File: config.mk
export PLATFORM = sky130hd
export DESIGN_NAME = uart_tx_arbiter
export DESIGN_NICKNAME = d
export VERILOG_FILES = /design/src/rtl/uart_ctrl_pkg.sv /design/src/rtl/rr_picker.sv /design/src/rtl/uart_tx_arbiter.sv
export SDC_FILE = /design/constraint.sdc
export NUM_CORES = 1
export LEC_CHECK = 0
export CORE_MARGIN = 2
export CORE_UTILIZATION = 46
export CTS_BUF_LIST = sky130_fd_sc_hd__clkbuf_2
export DETAILED_ROUTE_END_ITERATION = 8
export MAX_ROUTING_LAYER = met4
export PLACE_DENSITY = 0.78
export SLEW_MARGIN = 40
export SYNTH_ARGS = -nofsm -noshare
export SYNTH_HDL_FRONTEND = slang
export SYNTH_SLANG_ARGS = --single-unit
File: constraint.sdc
create_clock -name tx_clk -period 2.87 [get_ports tx_clk]
set_clock_uncertainty 0.15 [all_clocks]
set_input_delay 0.287 -clock tx_clk [delete_from_list [all_inputs] [get_ports tx_clk]]
set_output_delay 0.287 -clock tx_clk [all_outputs]
set_load 0.005 [all_outputs]
File: src/rtl/uart_ctrl_pkg.sv
// Shared types and default parameters for the UART transmit arbiter.
package uart_ctrl_pkg;

    typedef enum logic [1:0] {
        IDLE      = 2'd0,
        ISSUE     = 2'd1,
        WAIT_DONE = 2'd2
    } arb_state_t;

    localparam int BYTE_W           = 8;
    localparam int DEF_NUM_REQ      = 4;
    localparam int DEF_ACK_TIMEOUT  = 64;
    localparam int DEF_DONE_TIMEOUT = 4096;

endpackage

File: src/rtl/rr_picker.sv
// Combinational round-robin picker: first set request at or after ptr, cyclically.
module rr_picker #(
    parameter  int NUM_REQ = 4,
    localparam int IDX_W   = $clog2(NUM_REQ)
) (
    input  logic [NUM_REQ-1:0] req,
    input  logic [IDX_W-1:0]   ptr,
    output logic [NUM_REQ-1:0] grant,
    output logic [IDX_W-1:0]   idx,
    output logic               any
);

    always_comb begin
        int j;
        j     = 0;
        grant = '0;
        idx   = '0;
        any   = 1'b0;
        for (int i = 0; i < NUM_REQ; i++) begin
            j = int'(ptr) + i;
            if (j >= NUM_REQ) j = j - NUM_REQ;
            if (!any && req[j]) begin
                any      = 1'b1;
                grant[j] = 1'b1;
                idx      = IDX_W'(j);
            end
        end
    end

endmodule

File: src/rtl/uart_tx_arbiter.sv
// Round-robin arbiter sharing one uart_tx among NUM_REQ byte sources.
// Optional packet lock (req_last input) enabled by UART_TX_ARB_PKT_LOCK_EN.
//
// state     | meaning
// IDLE      | pick a requester, pulse req_ready, capture its byte
// ISSUE     | hold tx_data_valid until tx_ready falls (or ack timeout)
// WAIT_DONE | wait for tx_ready to rise again (or done timeout)
module uart_tx_arbiter
    import uart_ctrl_pkg::*;
#(
    parameter int NUM_REQ      = DEF_NUM_REQ,
    parameter int ACK_TIMEOUT  = DEF_ACK_TIMEOUT,
    parameter int DONE_TIMEOUT = DEF_DONE_TIMEOUT
) (
    input  logic                          tx_clk,
    input  logic                          tx_rst,
    input  logic [NUM_REQ-1:0]            req_valid,
    input  logic [BYTE_W*NUM_REQ-1:0]     req_data,
`ifdef UART_TX_ARB_PKT_LOCK_EN
    input  logic [NUM_REQ-1:0]            req_last,
`endif
    output logic [NUM_REQ-1:0]            req_ready,
    output logic [BYTE_W-1:0]             tx_data,
    output logic                          tx_data_valid,
    input  logic                          tx_ready,
    output logic [$clog2(NUM_REQ)-1:0]    grant_id,
    output logic                          busy,
    output logic                          err_timeout
);

    localparam int IDX_W = $clog2(NUM_REQ);
    localparam int CNT_W = $clog2(DONE_TIMEOUT + 1);
    localparam logic [CNT_W-1:0] ACK_TC  = CNT_W'(ACK_TIMEOUT - 1);
    localparam logic [CNT_W-1:0] DONE_TC = CNT_W'(DONE_TIMEOUT - 1);

    arb_state_t           r_state, w_state_nxt;
    logic [IDX_W-1:0]     r_ptr, w_ptr_nxt;
    logic [CNT_W-1:0]     r_cnt, w_cnt_nxt;
    logic [NUM_REQ-1:0]   r_req_ready, w_req_ready_nxt;
    logic [BYTE_W-1:0]    r_tx_data, w_tx_data_nxt;
    logic                 r_tx_valid, w_tx_valid_nxt;
    logic [IDX_W-1:0]     r_grant_id, w_grant_id_nxt;
    logic                 r_busy;
    logic                 r_err, w_err_nxt;

    logic [NUM_REQ-1:0]   w_pick_req, w_pick_grant;
    logic [IDX_W-1:0]     w_pick_idx, w_pick_inc;
    logic                 w_pick_any;
    logic [BYTE_W-1:0]    w_pick_byte;

`ifdef UART_TX_ARB_PKT_LOCK_EN
    logic                 r_lock, w_lock_nxt;
    logic [IDX_W-1:0]     w_grant_inc;

    // While locked, only the requester that opened the packet may be granted.
    assign w_pick_req  = r_lock ? (req_valid & (NUM_REQ'(1) << r_grant_id)) : req_valid;
    assign w_grant_inc = (r_grant_id == IDX_W'(NUM_REQ - 1)) ? '0 : r_grant_id + IDX_W'(1);
`else
    assign w_pick_req = req_valid;
`endif

    rr_picker #(.NUM_REQ(NUM_REQ)) u_rr_picker (
        .req   (w_pick_req),
        .ptr   (r_ptr),
        .grant (w_pick_grant),
        .idx   (w_pick_idx),
        .any   (w_pick_any)
    );

    assign w_pick_inc = (w_pick_idx == IDX_W'(NUM_REQ - 1)) ? '0 : w_pick_idx + IDX_W'(1);

    always_comb begin
        w_pick_byte = '0;
        for (int i = 0; i < NUM_REQ; i++) begin
            if (w_pick_grant[i]) w_pick_byte = req_data[i*BYTE_W +: BYTE_W];
        end
    end

    always_comb begin
        w_state_nxt     = r_state;
        w_ptr_nxt       = r_ptr;
        w_req_ready_nxt = '0;
        w_tx_data_nxt   = r_tx_data;
        w_tx_valid_nxt  = r_tx_valid;
        w_grant_id_nxt  = r_grant_id;
        w_err_nxt       = r_err;
`ifdef UART_TX_ARB_PKT_LOCK_EN
        w_lock_nxt      = r_lock;
`endif
        case (r_state)
            IDLE: begin
                if (w_pick_any) begin
                    w_req_ready_nxt = w_pick_grant;
                    w_tx_data_nxt   = w_pick_byte;
                    w_grant_id_nxt  = w_pick_idx;
                    w_tx_valid_nxt  = 1'b1;
                    w_state_nxt     = ISSUE;
`ifdef UART_TX_ARB_PKT_LOCK_EN
                    w_lock_nxt = ~|(req_last & w_pick_grant);
                    if (|(req_last & w_pick_grant)) w_ptr_nxt = w_pick_inc;
`else
                    w_ptr_nxt = w_pick_inc;
`endif
                end
            end
            ISSUE: begin
                // A ready-high cycle is never taken as acceptance; only the fall is.
                if (!tx_ready) begin
                    w_tx_valid_nxt = 1'b0;
                    w_state_nxt    = WAIT_DONE;
                end else if (r_cnt == ACK_TC) begin
                    w_tx_valid_nxt = 1'b0;
                    w_err_nxt      = 1'b1;
                    w_state_nxt    = IDLE;
`ifdef UART_TX_ARB_PKT_LOCK_EN
                    w_lock_nxt = 1'b0;
                    w_ptr_nxt  = w_grant_inc;
`endif
                end
            end
            WAIT_DONE: begin
                if (tx_ready) begin
                    w_state_nxt = IDLE;
                end else if (r_cnt == DONE_TC) begin
                    w_err_nxt   = 1'b1;
                    w_state_nxt = IDLE;
`ifdef UART_TX_ARB_PKT_LOCK_EN
                    w_lock_nxt = 1'b0;
                    w_ptr_nxt  = w_grant_inc;
`endif
                end
            end
            default: begin
                w_tx_valid_nxt = 1'b0;
                w_state_nxt    = IDLE;
            end
        endcase
    end

    assign w_cnt_nxt = (w_state_nxt != r_state) ? '0 :
                       (r_cnt == {CNT_W{1'b1}}) ? r_cnt : r_cnt + CNT_W'(1);

    always_ff @(posedge tx_clk) begin
        if (tx_rst) begin
            r_state     <= IDLE;
            r_ptr       <= '0;
            r_cnt       <= '0;
            r_req_ready <= '0;
            r_tx_data   <= '0;
            r_tx_valid  <= 1'b0;
            r_grant_id  <= '0;
            r_busy      <= 1'b0;
            r_err       <= 1'b0;
`ifdef UART_TX_ARB_PKT_LOCK_EN
            r_lock      <= 1'b0;
`endif
        end else begin
            r_state     <= w_state_nxt;
            r_ptr       <= w_ptr_nxt;
            r_cnt       <= w_cnt_nxt;
            r_req_ready <= w_req_ready_nxt;
            r_tx_data   <= w_tx_data_nxt;
            r_tx_valid  <= w_tx_valid_nxt;
            r_grant_id  <= w_grant_id_nxt;
            r_busy      <= (w_state_nxt != IDLE);
            r_err       <= w_err_nxt;
`ifdef UART_TX_ARB_PKT_LOCK_EN
            r_lock      <= w_lock_nxt;
`endif
        end
    end

    assign req_ready     = r_req_ready;
    assign tx_data       = r_tx_data;
    assign tx_data_valid = r_tx_valid;
    assign grant_id      = r_grant_id;
    assign busy          = r_busy;
    assign err_timeout   = r_err;

endmodule
==> summary.txt <==
Worst setup path
  • Crit path max fanout: 9
  • WS Path Type: reg -> reg
  • R2R Path Start: r_ptr[1]
  • Critical Path AT: around 2900 ps
  • Critical path launch point type: flop
  • CP startpoint: r_ptr[1]
  • Critical Path RT: approximately 3000 ps
  • Setup crit end kind: flop

Route
  • # DRC: 0
  • WL per Instance: between 10 and 15 um
  • Drt pass-1 iters: 4
  • Post-route ant nets: 0
  • DR iter-0 viols: approximately 140
  • DR vias: approximately 2200
  • Vias per cell: 5.536
  • Total Wirelength: 5.689 mm

GRT
  • Global-route met1 utilization: 0.2821
  • Busiest grt layer: met2
  • Largest net degree at the start of global routing: 32
  • Initial antenna violation count: 0
  • Met2 Resource Use GR: 0.3423
  • Congestion Overflow GR: 0
  • GR Util All Layers: 0.2174
  • GR Util met3: 0.03930
  • Number of global-route vias before repair: between 2000 and 2500
  • First-pass GRT wire length: around 9 mm

Placement
  • Area of placed instances: just under 3000 sq um
  • Final HPWL DP: 4.074 mm
  • # port buffers: 55
  • GPL Wtd Cong: 0.8657

Die
  • Site Rows: 25
  • Starting density of the core: 0.4763
  • I/O Pins: 56
  • Core Region: between 4000 and 5000 sq um
  • Die Wd: ~74 um
  • Die Y: around 74 um
  • Die area: between 5000 and 6000 sq um

Synth
  • Commonest cells post-synth: nor2_1, dfxtp_1, nand2_1
  • Mapped Area: ~2200 sq um
  • Post-synth cell types: 55
  • Synth warn: 0
  • Yosys top cell area share: 0.3026
  • Ys flop type: dfxtp_1
  • Asr flop ratio synth: 0
  • Avg Inst Size Synth: 8.332 sq um
  • Syn nets: between 300 and 400
  • Flop and latch count out of synthesis: 34
  • Sequential cell area fraction in the yosys report: 0.3026
  • Most common cell in the netlist: nor2_1
  • Synth Instances: 270
  • Post-synth EDFFs: 0
  • Synth area leaders: dfxtp_1, nor2_1, ha_1
  • Post-synth top area cell: dfxtp_1

Clock tree
  • CTS tree: done
  • CTS Buffer Depth: 2
  • Cts hold-fix bufs: 0
  • H-tree depth: 2
  • Clock-pin slew of the registers on the worst-case setup and hold paths: roughly 200 ps
  • Root buffer cell: clkbuf_2
  • Clock sinks: 34
  • Worst skew pair latency: approximately 370 ps
  • CTS Buf Count: 5

Min path
  • Hold_sp: req_data[4]
  • Worst hold path class: in -> reg

Pwr
  • PD cells: between 800 and 900 nW/um^2
  • Worst vdd ir: between 0.7 and 0.8 mV
  • Leak: roughly 1.1 nW

STA
  • Fmax: approximately 370 MHz
  • Least-Margin Pin Slew: about 500 ps
  • Post-layout min period: approximately 2700 ps
  • Final Max Tran Viols: 0
  • Crit share post-route: 0.9516
  • Unrepaired setup endpoints after global routing: false
  • Final hold vios: 0
  • Setup violators final: 0
  • Rel. slew slack: 0.6639

Cells and area
  • Design Area, Final: ~3100 sq um
  • Final core utilization: 0.6525
  • Syn-to-layout area delta: 36.99%
  • Diode count: 0
  • Layout net count: 380
  • Share of layout cells above drive strength 1: 0.1497

Run status
  • Outcome: finished, final reports clean

Run
  • Maximum Capacitance Violations: 0
## layout by cell type, fill, tap and decap left out, types with 2 or more instances in the layout
cell             count
bufinv_16            2
and2_2               2
nand3b_1             2
ha_1                 7
a21o_1               4
buf_4               19
clkbuf_2             5
mux4_2               2
or3_1                3
o21ai_1              2
a21oi_1             10
a211oi_1            11
a2111oi_1            4
nor2_1              44
o22ai_1              4
xnor2_1              7
a2111oi_2            4
a21boi_0             2
nor3b_1              4
xor2_1               5
mux2_2               2
nand4_1              3
a221oi_1             9
nand2_1             21
and3_1               3
inv_1                8
mux2i_1              3
clkdlybuf4s50_1     55
nor3_1               5
or4_1                3
o21ai_0              5
nand3_1              6
o31ai_1              8
dfxtp_1             33
## worst max-delay path, stage by stage (launching register included)
cell and delay, ps:
dfxtp_1 370, inv_1 80, ha_4 280, mux4_2 580, nor3b_1 260, o22ai_1 150, and2_2 280, a2111oi_1 400
a211oi_1 90
## report_power, final
group / switching, mW / internal (mW)
registers: 0.0898 / 0.575
logic: 0.832 / 0.855
clock network: 0.175 / 0.236
total: 1.10 / 1.67
## routing by layer
layer / routed length [um] / vias up
li1: - / 1124
met1: 2601 / 1040
met2: 2770 / 50
met3: 247 / 6
met4: 70 / 0
met5: 0 / -
## sequential cells by signal, summed over array words and instances (netlist names), named ones only
| name | cells |
|---|---|
| busy | 1 |
| err_timeout | 1 |
| grant_id | 2 |
| r_cnt | 13 |
| r_ptr | 1 |
| r_state | 2 |
| req_ready | 4 |
| tx_data | 8 |
| tx_data_valid | 1 |
## per-stage QoR
| step | setup TNS (ps) | setup slack (ps) | std cells | hold WS, ps | total power [mW] |
|---|---|---|---|---|---|
| 5_1_grt | 0 | 26.30 | 401 | 248.4 | 2.965 |
| 2_1_floorplan | 0 | 25.63 | 270 | 216.7 | 1.664 |
| 4_1_cts | 0 | 27.64 | 398 | 255.3 | 2.618 |
| 6_report | 0 | 138.8 | 401 | 274.4 | 2.764 |
| 3_3_place_gp | 0 | 13.46 | 390 | 323.5 | 2.179 |
| 3_5_place_dp | -379.6 | -89.59 | 390 | 330.9 | 2.200 |
## logic make-up (layout without fill, tap and decap cells)
logic type,Yosys count,after routing,synth area share
simple gates,104,104,0.2191
xor+xnor,12,12,0.04672
buf+inv,28,92,0.06730
mux,8,8,0.05506
compound gates,76,76,0.2647
flops,34,34,0.3026
fa+ha+maj,8,8,0.04450
## area by class of cell
class	count	area (sq um)
tap	67	83.83
sequential	34	681.9
fill	392	1642
multi-input combinational	208	1473
inverter	9	36.28
timing repair buffer	75	713.2
clock buffer	5	25.02
clock inverter	3	68.82
## what timing repair did
item                       4_1_cts  5_1_grt
resized for setup                1       17
hold endpoints to repair         0        0
buffers inserted                 0        3
pin swaps                        0        2
setup endpoints to repair        1        8
cloned                           0        0
## worst paths after layout
path | end | slack (ps) | depth (start not counted)
hold reg to reg | grant_id[0] | 360 | 2
hold / removal | tx_data[4] | 270 | 3
setup / recovery | tx_data[3] | 140 | 8
setup reg to reg | tx_data[3] | 140 | 8
(Power assumes the default switching activity.)
==> RTL change (same flow settings) <==
Re-encode `arb_state_t` (3 states) as one-hot, 3 bits wide.
--- a/src/rtl/uart_ctrl_pkg.sv
+++ b/src/rtl/uart_ctrl_pkg.sv
@@ -3,6 +3,6 @@
 
-    typedef enum logic [1:0] {
-        IDLE      = 2'd0,
-        ISSUE     = 2'd1,
-        WAIT_DONE = 2'd2
+    typedef enum logic [2:0] {
+        IDLE      = 3'b001,
+        ISSUE     = 3'b010,
+        WAIT_DONE = 3'b100
     } arb_state_t;
Formal check against the unedited RTL: no difference found for any inputs over 10 cycles, from zero or initial values and one cycle with tx_rst high; not proved beyond that.
==> RTL change against the unedited design <==
Area after synthesis rose by 19%. Design area rose by 19%. Sequential share of layout area fell by 2.9 points. Setup slack got worse by 0.13 ns. Power fell by 0.56%. First-iteration DRC count rose by 72%. Wire length rose by 40%. Combinational power rose by 8%. Sequential cell count rose by 1. Die area rose by 17%. Sequential power rose by 2%. Critical endpoint unchanged. Largest cell class unchanged.
==> RTL change: results (changes against the unedited design) <==
Worst Tran Pin Value 0.667 ns (was 0.501 ns); Min-Delay Endpoint tx_data[6]$_SDFFE_PP0P_ (was tx_data[4]$_SDFFE_PP0P_); register area 703 um^2 (was 682 um^2); largest net degree at the start of global routing 21 (was 32); post_cts resized 5 (was 1); share of cells above drive strength 1 0.227 (was 0.150); Seq pwr share 0.248 (was 0.241); initial DRC count 244 (was 142); syn avg cell area 8.03 um^2 (was 8.33 um^2); critical path peak fanout 8 (was 9); Post-Synthesis Net Count 379 (was 317); routed vias/inst 6.03 (was 5.54); Clock buffer cells 5 (unchanged); GP Congestion 0.902 (was 0.866); DRT Pass-1 Iters 5 (was 4); Final clock-cell share 0.0123 (was 0.0305); Worst-Skew Late Latency 0.40 ns (was 0.37 ns); worst IR drop on VDD 0.000372 V (was 0.000750 V); status completed (unchanged); Seq cells 35 (was 34); Hold WS 0.300 ns (was 0.274 ns); Fill cells 473 (was 392); hpwl dp 5.66 mm (was 4.07 mm); Non-clk bufs 95 (was 75); first-pass GRT wire length 12.4 mm (was 9.14 mm); sw power 1.23 mW (was 1.10 mW); Post-DP Area 3500 um^2 (was 2910 um^2); placed cells 467 (was 390); min-delay src req_data[6] (was req_data[4]); count of multi-input gates 256 (was 208); core region area 5540 um^2 (was 4720 um^2); Net Sw Frac 0.446 (was 0.397); Synth top cells by count dfxtp_1 (35), o21ai_0 (28), a21oi_1 (23), nand3_1 (18) (was nor2_1 (44), dfxtp_1 (34), nand2_1 (22), a211oi_1 (11), a21oi_1 (10)); non-clock buffer area fraction after layout 0.236 (was 0.231); vias in the first global route 2639 (was 2009); Worst path top cell family by delay multiplexers (was compound AO/OA/AOI/OAI gates); PnR worst setup slack 0.00446 ns (was 0.139 ns); Wirelength per Cell 16.5 um (was 14.2 um); multi-input combinational area share 0.518 (was 0.478); GRT Total Usage 0.249 (was 0.217)
## RTL change: cell count changes in the layout (fill, tap and decap cells not counted), moves of 12 or more
cell / unedited run / this run
buf_4: 19 / 36
nand3_1: 6 / 18
o211ai_1: 0 / 16
a21oi_1: 10 / 23
o21ai_0: 5 / 24
nor2_1: 44 / 12
## RTL change: metal layers
layer | up-vias | part of all wire | global-route usage | routed length, um
met5 | - | 0 | - | 0
met4 | 0 | 0.014 | 0.0797 | 112
met3 | 10 | 0.072 | 0.0584 | 571
met2 | 132 | 0.49 | 0.390 | 3910
met1 | 1344 | 0.42 | 0.317 | 3350
li1 | 1421 | - | - | -
## RTL change: cell families after synthesis
| family | count (synthesis) | synth area share |
|---|---|---|
| muxes | 13 | 0.0695 |
| xor gates and xnor gates | 8 | 0.0263 |
| DFF | 35 | 0.263 |
| buffers and inverters | 42 | 0.0671 |
| AOI/OAI and AO/OA | 126 | 0.321 |
| adders and majority gates | 8 | 0.0375 |
| and+or+nand+nor | 100 | 0.216 |
